[src/rtl/dispatch_stage_pkg.sv]
// Shared definitions for the dispatch stage: machine widths, opcode
// constants, the dispatch packet layout and a branch-opcode helper.
package dispatch_stage_pkg;

  localparam int SYS_N_WAY    = 2;
  localparam int SYS_IB_DEPTH = 8;
  localparam int SYS_XLEN     = 32;

  localparam logic [6:0] OP_STORE  = 7'b0100011;
  localparam logic [6:0] OP_BRANCH = 7'b1100011;
  localparam logic [6:0] OP_JAL    = 7'b1101111;
  localparam logic [6:0] OP_JALR   = 7'b1100111;

  typedef struct packed {
    logic                valid;
    logic [31:0]         inst;
    logic [SYS_XLEN-1:0] PC;
    logic [SYS_XLEN-1:0] NPC;
    logic [4:0]          src1;
    logic [4:0]          src2;
    logic [4:0]          dest;
  } DISPATCH_PACKET_R10K;

  // Conditional branches and both jump forms redirect control flow.
  function automatic logic isBranchOp(input logic [6:0] opcode);
    return (opcode == OP_BRANCH) || (opcode == OP_JAL) || (opcode == OP_JALR);
  endfunction

endpackage

[src/rtl/dispatch_stage_if.sv]
// Fetch-side and dispatch-side signals of the dispatch stage.
// master = fetch/ROB/RS environment, slave = the dispatch stage itself.
interface dispatch_stage_if
  import dispatch_stage_pkg::*;
#(
  parameter int N_WAY    = SYS_N_WAY,
  parameter int IB_DEPTH = SYS_IB_DEPTH,
  parameter int XLEN     = SYS_XLEN
);
  localparam int CNT_W = $clog2(IB_DEPTH) + 1;

  logic [N_WAY-1:0]                if_valid;
  logic [N_WAY-1:0][31:0]          if_inst;
  logic [N_WAY-1:0][XLEN-1:0]      if_PC;
  logic [N_WAY-1:0][XLEN-1:0]      if_NPC;
  logic                            if_stall;
  logic [N_WAY-1:0]                dispatched;
  logic                            branch_haz;
  DISPATCH_PACKET_R10K [N_WAY-1:0] dispatch_packet;
  logic [N_WAY-1:0]                branch_inst;
  logic [CNT_W-1:0]                ib_count;

  modport master (
    output if_valid, if_inst, if_PC, if_NPC, dispatched, branch_haz,
    input  if_stall, dispatch_packet, branch_inst, ib_count
  );

  modport slave (
    input  if_valid, if_inst, if_PC, if_NPC, dispatched, branch_haz,
    output if_stall, dispatch_packet, branch_inst, ib_count
  );

endinterface

[src/rtl/dispatch_stage_decode.sv]
// Per-way field extraction: register specifiers, destination suppression
// for stores/branches, and the branch-class flag.
module dispatch_decode
  import dispatch_stage_pkg::*;
(
  input  logic                valid_i,
  input  logic [31:0]         inst_i,
  input  logic [SYS_XLEN-1:0] pc_i,
  input  logic [SYS_XLEN-1:0] npc_i,
  output DISPATCH_PACKET_R10K packet_o,
  output logic                branch_o
);

  // Build the packet straight from the instruction word; stores and
  // conditional branches write no register, so their dest reads as x0.
  always_comb begin
    packet_o       = '0;
    packet_o.valid = valid_i;
    packet_o.inst  = inst_i;
    packet_o.PC    = pc_i;
    packet_o.NPC   = npc_i;
    packet_o.src1  = inst_i[19:15];
    packet_o.src2  = inst_i[24:20];
    packet_o.dest  = inst_i[11:7];
    if ((inst_i[6:0] == OP_STORE) || (inst_i[6:0] == OP_BRANCH)) begin
      packet_o.dest = 5'd0;
    end
    branch_o = valid_i && isBranchOp(inst_i[6:0]);
  end

endmodule

[src/rtl/dispatch_stage.sv]
// Dispatch stage: circular instruction buffer between fetch and dispatch.
// Optional feature macro: DISPATCH_BYPASS_EN -- when the buffer is empty,
// the fetch group is presented on dispatch_packet in the same cycle and
// only the ways not accepted are written into the buffer.
module dispatch_stage
  import dispatch_stage_pkg::*;
#(
  parameter int N_WAY    = SYS_N_WAY,
  parameter int IB_DEPTH = SYS_IB_DEPTH,
  parameter int XLEN     = SYS_XLEN
)(
  input logic              clock,
  input logic              reset,
  dispatch_stage_if.slave  bus
);

  localparam int PTR_W = $clog2(IB_DEPTH);
  localparam int CNT_W = PTR_W + 1;

  typedef struct packed {
    logic [31:0]     inst;
    logic [XLEN-1:0] PC;
    logic [XLEN-1:0] NPC;
  } entry_t;

  entry_t              entries_q [IB_DEPTH];
  logic [IB_DEPTH-1:0] valid_q, valid_d;
  logic [PTR_W-1:0]    head_q, head_d;
  logic [PTR_W-1:0]    tail_q, tail_d;
  logic [CNT_W-1:0]    count_q, count_d;

  logic                bypassActive;
  logic                stall;
  logic [N_WAY-1:0]    showValid;
  entry_t [N_WAY-1:0]  showEntry;
  entry_t [N_WAY-1:0]  fetchEntry;
  entry_t [N_WAY-1:0]  pushEntry;
  logic [N_WAY-1:0]    acceptMask;
  logic [N_WAY-1:0]    writeEn;
  logic [CNT_W-1:0]    fetchCount, acceptCount, popCount, pushStart, pushCount;

  DISPATCH_PACKET_R10K [N_WAY-1:0] packets;
  logic [N_WAY-1:0]                branchFlags;

  // Free space is judged on the registered count only, so a same-cycle pop
  // never lets a group in that could otherwise overflow the buffer.
  assign stall = (CNT_W'(IB_DEPTH) - count_q) < CNT_W'(N_WAY);

  // Choose what each dispatch way shows: the oldest buffered entries in age
  // order, or the raw fetch group when the empty-buffer bypass applies.
  always_comb begin
    bypassActive = 1'b0;
`ifdef DISPATCH_BYPASS_EN
    bypassActive = (count_q == '0) && !bus.branch_haz && !reset;
`endif
    for (int i = 0; i < N_WAY; i++) begin
      fetchEntry[i] = '{inst: bus.if_inst[i], PC: bus.if_PC[i], NPC: bus.if_NPC[i]};
      showValid[i]  = (CNT_W'(i) < count_q) && valid_q[head_q + PTR_W'(i)];
      showEntry[i]  = entries_q[head_q + PTR_W'(i)];
      if (bypassActive) begin
        showValid[i] = bus.if_valid[i];
        showEntry[i] = fetchEntry[i];
      end
    end
  end

  // Work out how many entries leave and enter this cycle and where the
  // incoming ways land; a flush overrides everything and empties the buffer.
  always_comb begin
    acceptMask  = bus.dispatched & showValid;
    acceptCount = '0;
    fetchCount  = '0;
    for (int i = 0; i < N_WAY; i++) begin
      if (acceptMask[i] && (acceptCount == CNT_W'(i))) begin
        acceptCount = acceptCount + CNT_W'(1);
      end
      if (bus.if_valid[i] && (fetchCount == CNT_W'(i))) begin
        fetchCount = fetchCount + CNT_W'(1);
      end
    end

    popCount  = bypassActive ? '0 : acceptCount;
    pushStart = bypassActive ? acceptCount : '0;
    pushCount = stall ? '0 : (fetchCount - pushStart);

    for (int j = 0; j < N_WAY; j++) begin
      writeEn[j]   = !bus.branch_haz && (CNT_W'(j) < pushCount);
      pushEntry[j] = '0;
      for (int w = 0; w < N_WAY; w++) begin
        if (CNT_W'(w) == (pushStart + CNT_W'(j))) begin
          pushEntry[j] = fetchEntry[w];
        end
      end
    end

    head_d  = head_q + PTR_W'(popCount);
    tail_d  = tail_q + PTR_W'(pushCount);
    count_d = count_q + pushCount - popCount;
    valid_d = valid_q;
    for (int i = 0; i < N_WAY; i++) begin
      if (CNT_W'(i) < popCount) begin
        valid_d[head_q + PTR_W'(i)] = 1'b0;
      end
    end
    for (int j = 0; j < N_WAY; j++) begin
      if (writeEn[j]) begin
        valid_d[tail_q + PTR_W'(j)] = 1'b1;
      end
    end

    if (bus.branch_haz) begin
      head_d  = '0;
      tail_d  = '0;
      count_d = '0;
      valid_d = '0;
    end
  end

  // Pointer, occupancy and entry-valid state; reset empties the buffer at once.
  always_ff @(posedge clock or posedge reset) begin
    if (reset) begin
      head_q  <= '0;
      tail_q  <= '0;
      count_q <= '0;
      valid_q <= '0;
    end else begin
      head_q  <= head_d;
      tail_q  <= tail_d;
      count_q <= count_d;
      valid_q <= valid_d;
    end
  end

  // Instruction payload storage; contents only matter where valid_q is set.
  always_ff @(posedge clock) begin
    for (int j = 0; j < N_WAY; j++) begin
      if (writeEn[j]) begin
        entries_q[tail_q + PTR_W'(j)] <= pushEntry[j];
      end
    end
  end

  for (genvar g = 0; g < N_WAY; g++) begin : gen_decode
    dispatch_decode u_decode (
      .valid_i  (showValid[g]),
      .inst_i   (showEntry[g].inst),
      .pc_i     (showEntry[g].PC),
      .npc_i    (showEntry[g].NPC),
      .packet_o (packets[g]),
      .branch_o (branchFlags[g])
    );
  end

  assign bus.dispatch_packet = packets;
  assign bus.branch_inst     = branchFlags;
  assign bus.if_stall        = stall;
  assign bus.ib_count        = count_q;

endmodule

[src/flat_wrapper.sv]
// flat-port wrapper written by rule: the top's interface ports become plain ports
module dispatch_stage_flat import dispatch_stage_pkg::*;
#(
  parameter int N_WAY    = SYS_N_WAY,
  parameter int IB_DEPTH = SYS_IB_DEPTH,
  parameter int XLEN     = SYS_XLEN
)
  (clock, reset, bus_if_valid, bus_if_inst, bus_if_PC, bus_if_NPC, bus_dispatched, bus_branch_haz, bus_if_stall, bus_dispatch_packet, bus_branch_inst, bus_ib_count);
  dispatch_stage_if #(.N_WAY(N_WAY), .IB_DEPTH(IB_DEPTH), .XLEN(XLEN)) bus_i ();
  input logic clock;
  input logic reset;
  input wire logic [$bits(bus_i.if_valid)-1:0] bus_if_valid;
  input wire logic [$bits(bus_i.if_inst)-1:0] bus_if_inst;
  input wire logic [$bits(bus_i.if_PC)-1:0] bus_if_PC;
  input wire logic [$bits(bus_i.if_NPC)-1:0] bus_if_NPC;
  input wire logic [$bits(bus_i.dispatched)-1:0] bus_dispatched;
  input wire logic [$bits(bus_i.branch_haz)-1:0] bus_branch_haz;
  output wire logic [$bits(bus_i.if_stall)-1:0] bus_if_stall;
  output wire logic [$bits(bus_i.dispatch_packet)-1:0] bus_dispatch_packet;
  output wire logic [$bits(bus_i.branch_inst)-1:0] bus_branch_inst;
  output wire logic [$bits(bus_i.ib_count)-1:0] bus_ib_count;
  assign bus_i.if_valid = bus_if_valid;
  assign bus_i.if_inst = bus_if_inst;
  assign bus_i.if_PC = bus_if_PC;
  assign bus_i.if_NPC = bus_if_NPC;
  assign bus_i.dispatched = bus_dispatched;
  assign bus_i.branch_haz = bus_branch_haz;
  assign bus_if_stall = bus_i.if_stall;
  assign bus_dispatch_packet = bus_i.dispatch_packet;
  assign bus_branch_inst = bus_i.branch_inst;
  assign bus_ib_count = bus_i.ib_count;
  dispatch_stage #(.N_WAY(N_WAY), .IB_DEPTH(IB_DEPTH), .XLEN(XLEN)) u_core (.clock(clock), .reset(reset), .bus(bus_i));
endmodule
[config.mk]
export PLATFORM = sky130hd
export DESIGN_NAME = dispatch_stage_flat
export DESIGN_NICKNAME = d
export VERILOG_FILES = /design/src/rtl/dispatch_stage_pkg.sv /design/src/rtl/dispatch_stage_if.sv /design/src/rtl/dispatch_stage_decode.sv /design/src/rtl/dispatch_stage.sv /design/src/flat_wrapper.sv
export SDC_FILE = /design/constraint.sdc
export NUM_CORES = 2
export LEC_CHECK = 0
export CAP_MARGIN = 20
export CORE_MARGIN = 4
export CORE_UTILIZATION = 53
export DETAILED_ROUTE_END_ITERATION = 8
export PLACE_DENSITY = 0.77
export SYNTH_ARGS = -nofsm -noshare
export SYNTH_HDL_FRONTEND = slang
export SYNTH_HIERARCHICAL = 1
export SYNTH_SLANG_ARGS = --single-unit
export TNS_END_PERCENT = 50
[constraint.sdc]
create_clock -name clock -period 8.1 [get_ports clock]
set_input_delay 1.62 -clock clock [delete_from_list [all_inputs] [get_ports clock]]
set_output_delay 1.62 -clock clock [all_outputs]
set_load 0.05 [all_outputs]
=== Word level (Yosys, flattened, before mapping) ===
Memories as Yosys holds them, arrays and structs flattened.
Cells that the tools add are included.

* Word-level logic and storage cells: 96
* Output and inout port bits: 231
* Memory bits (writable): 768
* Register bits: 18
* Input bits: 199
* Memories kept: 1

{| class="wikitable"
|+ Memory list
! name !! depth !! bits a word !! rd ports !! clocked after memory_dff !! wr ports !! line !! text
|-
| u_core.entries_q || 8 || 96 || 2 || 0 || 2 || dispatch_stage.sv:26 || <nowiki>entry_t entries_q [IB_DEPTH];</nowiki>
|}

* Multiplexer cells: 31
* Eq/ne operators: 10
* Bitwise gates (word level): 7
* Order comparisons: 15
* Reduce and logical (&&, ||, !) cells: 19
* Add/subtract/negate cells: 9

{| class="wikitable"
|+ Operators with widths
! operator !! count
|-
| == test 7 bit, second input constant || 6
|-
| two-way mux 8 bit || 5
|-
| < comparator 1 x 4 -> 1 bit, first input constant || 6
|-
| bitwise AND 8 bit || 2
|-
| < comparator 3 x 4 -> 1 bit, second input constant || 4
|-
| two-way mux 4 bit || 4
|-
| inverter 8 bit || 2
|-
| OR 8 bit || 2
|-
| == test 7 x 6 -> 1 bit, second input constant || 2
|-
| demux 1 bit (select 3 bit) || 4
|-
| greater-or-equal comparator 3 x 1 -> 1 bit, second input constant || 4
|-
| logical AND 1 bit || 12
|-
| two-way mux 1 bit || 12
|-
| two-way mux 5 bit || 2
|-
| adder 3 x 1 -> 3 bit, second input constant || 2
|-
| adder 3 bit || 2
|-
| binary-select mux 1 bit (select 3 bit) || 2
|-
| logical OR 1 bit || 6
|-
| two-way mux 3 bit || 2
|-
| adder 1 x 1 -> 2 bit, second input constant || 2
|-
| adder 4 bit || 1
|-
| < comparator 4 x 2 -> 1 bit, second input constant || 1
|-
| subtractor 4 bit || 1
|-
| subtractor 4 bit, first input constant || 1
|-
| other kinds (3) || 4
|}

=== Longest topological paths before layout ===
* Depth in word-level cells: 18
* Depth in mapped cells: 15

=== By module ===
Netlist, hierarchy kept.

{| class="wikitable"
|+ Modules (own cells, without submodules)
! module !! area an instance (µm²) !! sequential area each (µm²) !! instances !! cells each
|-
| dispatch_stage || 46593.4 || 23512.6 || 1 || 3584
|-
| dispatch_decode || 870.8 || 0.0 || 2 || 116
|}

=== Least setup slack after synthesis ===
Ideal clock, no wire load.

* Path type: input port to flip-flop
* Start point: input bus_branch_haz
* End point: memory u_core/entries_q[0][0] (netlist name) (enable)
* Arrival time: 9185 ps
* Path buffers: 0
* Path slack: -1781 ps
* Stages: 3
* Path through: nor4b_1 > a211oi_1 > a211oi_1

{| class="wikitable"
|+ RTL lines
! item !! line !! text
|-
| start, declared || flat_wrapper.sv:17 || <nowiki>input wire logic [$bits(bus_i.branch_haz)-1:0] bus_branch_haz;</nowiki>
|-
| end, declared || dispatch_stage.sv:26 ||
|}

=== Worst setup path in the final report ===
* Start point: register u_core.head_q[2]
* End point: output bus_dispatch_packet[17]

* Longest elaborated chain between the ends: 1

{| class="wikitable"
|+ Ends and longest elaborated chain
! item !! line !! text
|-
| start, declared || dispatch_stage.sv:28 || <nowiki>logic [PTR_W-1:0] head_q, head_d;</nowiki>
|-
| start signal, assigned || dispatch_stage.sv:122 || <nowiki>head_q <= '0;</nowiki>
|-
| start signal, assigned || dispatch_stage.sv:127 || <nowiki>head_q <= head_d;</nowiki>
|-
| memory read (8 x 96 bit) || -- ||
|-
| end, declared || flat_wrapper.sv:19 || <nowiki>output wire logic [$bits(bus_i.dispatch_packet)-1:0] bus_dispatch_packet;</nowiki>
|}

No other way between the ends.

==> reports/qor.csv <==
metric,value,unit
max-cap-violations,0,
port_buffers,429,
initial_core_util,53.5,%
ff_latch_area,0.0235,mm2
critPathLaunchType,flip-flop,
placedCellCount,4961,
hp-start,u_core/valid_q[2]$_DFF_PP0_,
worstReg2RegEnd,u_core/bus.ib_count[3]$_DFF_PP0_,
coreArea,0.0903,mm2
status,completed,
netlist.area_leader.share,47.7,%
io_pins,430,
nets,4089,
setup_viol,0,
critPathMaxStageDelay,1000,ps
ir_drop,0.000248,V
clk_latency,640,ps
dieArea,0.0961,mm2
grt_pass1_wl,231000,um
crit_cells,8,
fin_cells,5148,
yosys.area.top_type,edfxtp_1,
crit_slowest_cell,dfrtp_4,
wl,161000,um
power_leakage,18.6,nW
period_needed,6920,ps
clock-sinks,786,
yosysMostFrequentCell,edfxtp_1,
finalSetupTns,0,ps
hold_violations,0,
ys_seq_area_share,48.6,%
ant_nets,0,
holdPathStages,2,
grt_max_degree,198,
antenna_found_initial,36,
r2r-start,u_core/head_q[2]$_DFF_PP0_,
critPathArrivalTime,5300,ps
cts_root_buf,clkbuf_16,
worst_slew_pin_slew,1270,ps
hold_buffers,0,
cts.path.max_buffers,3,
final_util,60.6,%
placed_cell_area,0.0517,mm2
drive_gt1_share,29.8,%
clk_pin_slew,60,ps
cts_tree,built,
cts_resized,0,
holdCritPathClass,reg -> reg,
crit_chain,inv_2 -> buf_4 -> nor2_4 -> buf_4 -> a221oi_1 -> a21oi_1 -> a221o_1 -> clkdlybuf4s50_1,
post_drt_wl_per_cell,31.3,um
synthDistinctLibCells,68,
worstRegToRegCells,13,
crit_required,6480,ps
fin_crit_sh,85.4,%
crit_family,buffers and inverters,
power_density,304,mW/mm2
stdcell_area,0.0547,mm2
synth-edff-count,768,
cts_post_setup_buffers_inserted,0,
synth_common_cells,"768 x edfxtp_1, 711 x mux2_2, 315 x nand2_1",
worst-setup-path-type,reg -> out,
dpl.hpwl,89800,um
grt-ovfl-total,0,
first_global_vias,34600,
crit_top_cell,buf_4,
die_x,310,um
dieHeight,310,um
critical_path_buf_inv_count,4,
slew_headroom,15.0,%
drt-vias-per-instance,6.82,
cts_buffers,88,
maxSlewViolCount,0,
syn-num-nets,4029,
gp_congestion,0.850,
max_clock_freq,0.144,GHz
synth_area,0.0483,mm2
ys_ff_latch,786,
synthCells,3816,
endpoint_kind,primary output,
track_usage,32.5,%
syn_to_final_growth,13.2,%
drc,0,
power.total,0.0166,W
cts_max_level,3,
fillers,6915,
rrSetupSlack,3240,ps
skew,14.9,ps
async_flop_share,2.29,%
rows,110,
drt_iter0_drc,4522,
multi_input_area,0.0218,mm2
vias,35100,
netlist_top_cells_area,"edfxtp_1 48%, mux2_2 17%, mux2_4 5.0%, mux2i_1 3.5%, buf_4 3.5%",
cp_max_fo,58,
yosys_most_used_dff,edfxtp_1,
ys_warn_count,6,
syn_avg_cell_area,12.7,um2
firstDrtPassIters,9,
min_to,u_core/valid_q[2]$_DFF_PP0_,
rsz0062_at_grt,no,
tightest hold or removal path: cells and delay by family, from the launching register on:
| family | cells | cell delay (ps) |
|---|---|---|
| flops | 1 | 390 |
| compound gates | 2 | 150 |
how the worst max path moves through the flow:
stage | start | slack [ps] | end
after floorplan | bus_branch_haz | 1580 | u_core/entries_q[0][0]$_DFFE_PP_
after global placement | u_core/head_q[2]$_DFF_PP0_ | 2050 | bus_dispatch_packet[17]
after detailed placement | u_core/head_q[1]$_DFF_PP0_ | 2010 | bus_dispatch_packet[114]
after CTS | u_core/head_q[2]$_DFF_PP0_ | 1310 | bus_dispatch_packet[17]
after global routing | u_core/head_q[1]$_DFF_PP0_ | 1180 | bus_dispatch_packet[114]
final | u_core/head_q[2]$_DFF_PP0_ | 1180 | bus_dispatch_packet[17]
registers in the layout (all words and copies together) (netlist names):
signal	flops
u_core/entries_q	768
u_core/tail_q	3
u_core/valid_q	8
u_core/head_q	3
u_core/bus.ib_count	4
layout make-up:
class,count,share of cell area (%)
inverters,25,0.226
multi-input cells,2482,39.7
repair buffers,493,8.96
flip-flops and latches,786,43.0
diodes,28,0.128
clock buffers,109,4.28
clock inverters,49,1.01
well taps,1176,2.69
power by group:
part | switching [W] | internal (W)
Combinational | 0.00464 | 0.00229
Sequential | 0.000342 | 0.00527
Clock | 0.00166 | 0.00243
logic make-up (layout without fill, tap and decap cells):
kind of cell,count (synthesis),count (layout),share of synthesized area (%)
muxes,1105,1105,28.1
DFF,786,786,48.6
AOI/OAI and AO/OA,747,747,10.4
and+or+nand+nor,608,608,5.48
buffers and inverters,548,676,6.80
adders and majority gates,14,14,0.425
xor gates and xnor gates,8,8,0.161
other,0,28,0
layout by cell type, fill, tap and decap left out, types with 9 or more instances in the layout:
master	n
a211o_1	13
a21boi_0	10
a21oi_1	217
a221o_1	58
a221oi_1	85
a222oi_1	21
a22oi_1	63
a311oi_1	11
a31oi_1	57
buf_4	54
bufinv_16	12
clkbuf_1	18
clkbuf_16	91
clkdlybuf4s50_1	429
clkinv_1	19
clkinv_2	13
dfrtp_1	15
diode_2	28
edfxtp_1	768
ha_1	9
inv_1	17
mux2_2	711
mux2_4	160
mux2i_1	169
mux4_2	65
nand2_1	314
nand3_1	63
nand3b_1	22
nor2_1	138
nor2b_1	13
o211ai_1	27
o21ai_0	135
o22a_1	16
routing by layer:
layer	part of all wire, %	track usage, %	vias to the layer above
li1	-	-	14800
met4	5.6	17.3	18
met3	12	7.66	522
met2	46	51.4	2456
met5	0.074	0	-
met1	37	41.7	17300
per-stage QoR:
step	setup WS [ps]	hold WS (ps)
after floorplan	1580	520
after global placement	2050	556
after detailed placement	2010	554
after CTS	1310	562
after global routing	1180	577
final	1180	589
Power figures use the tool's default switching activity.
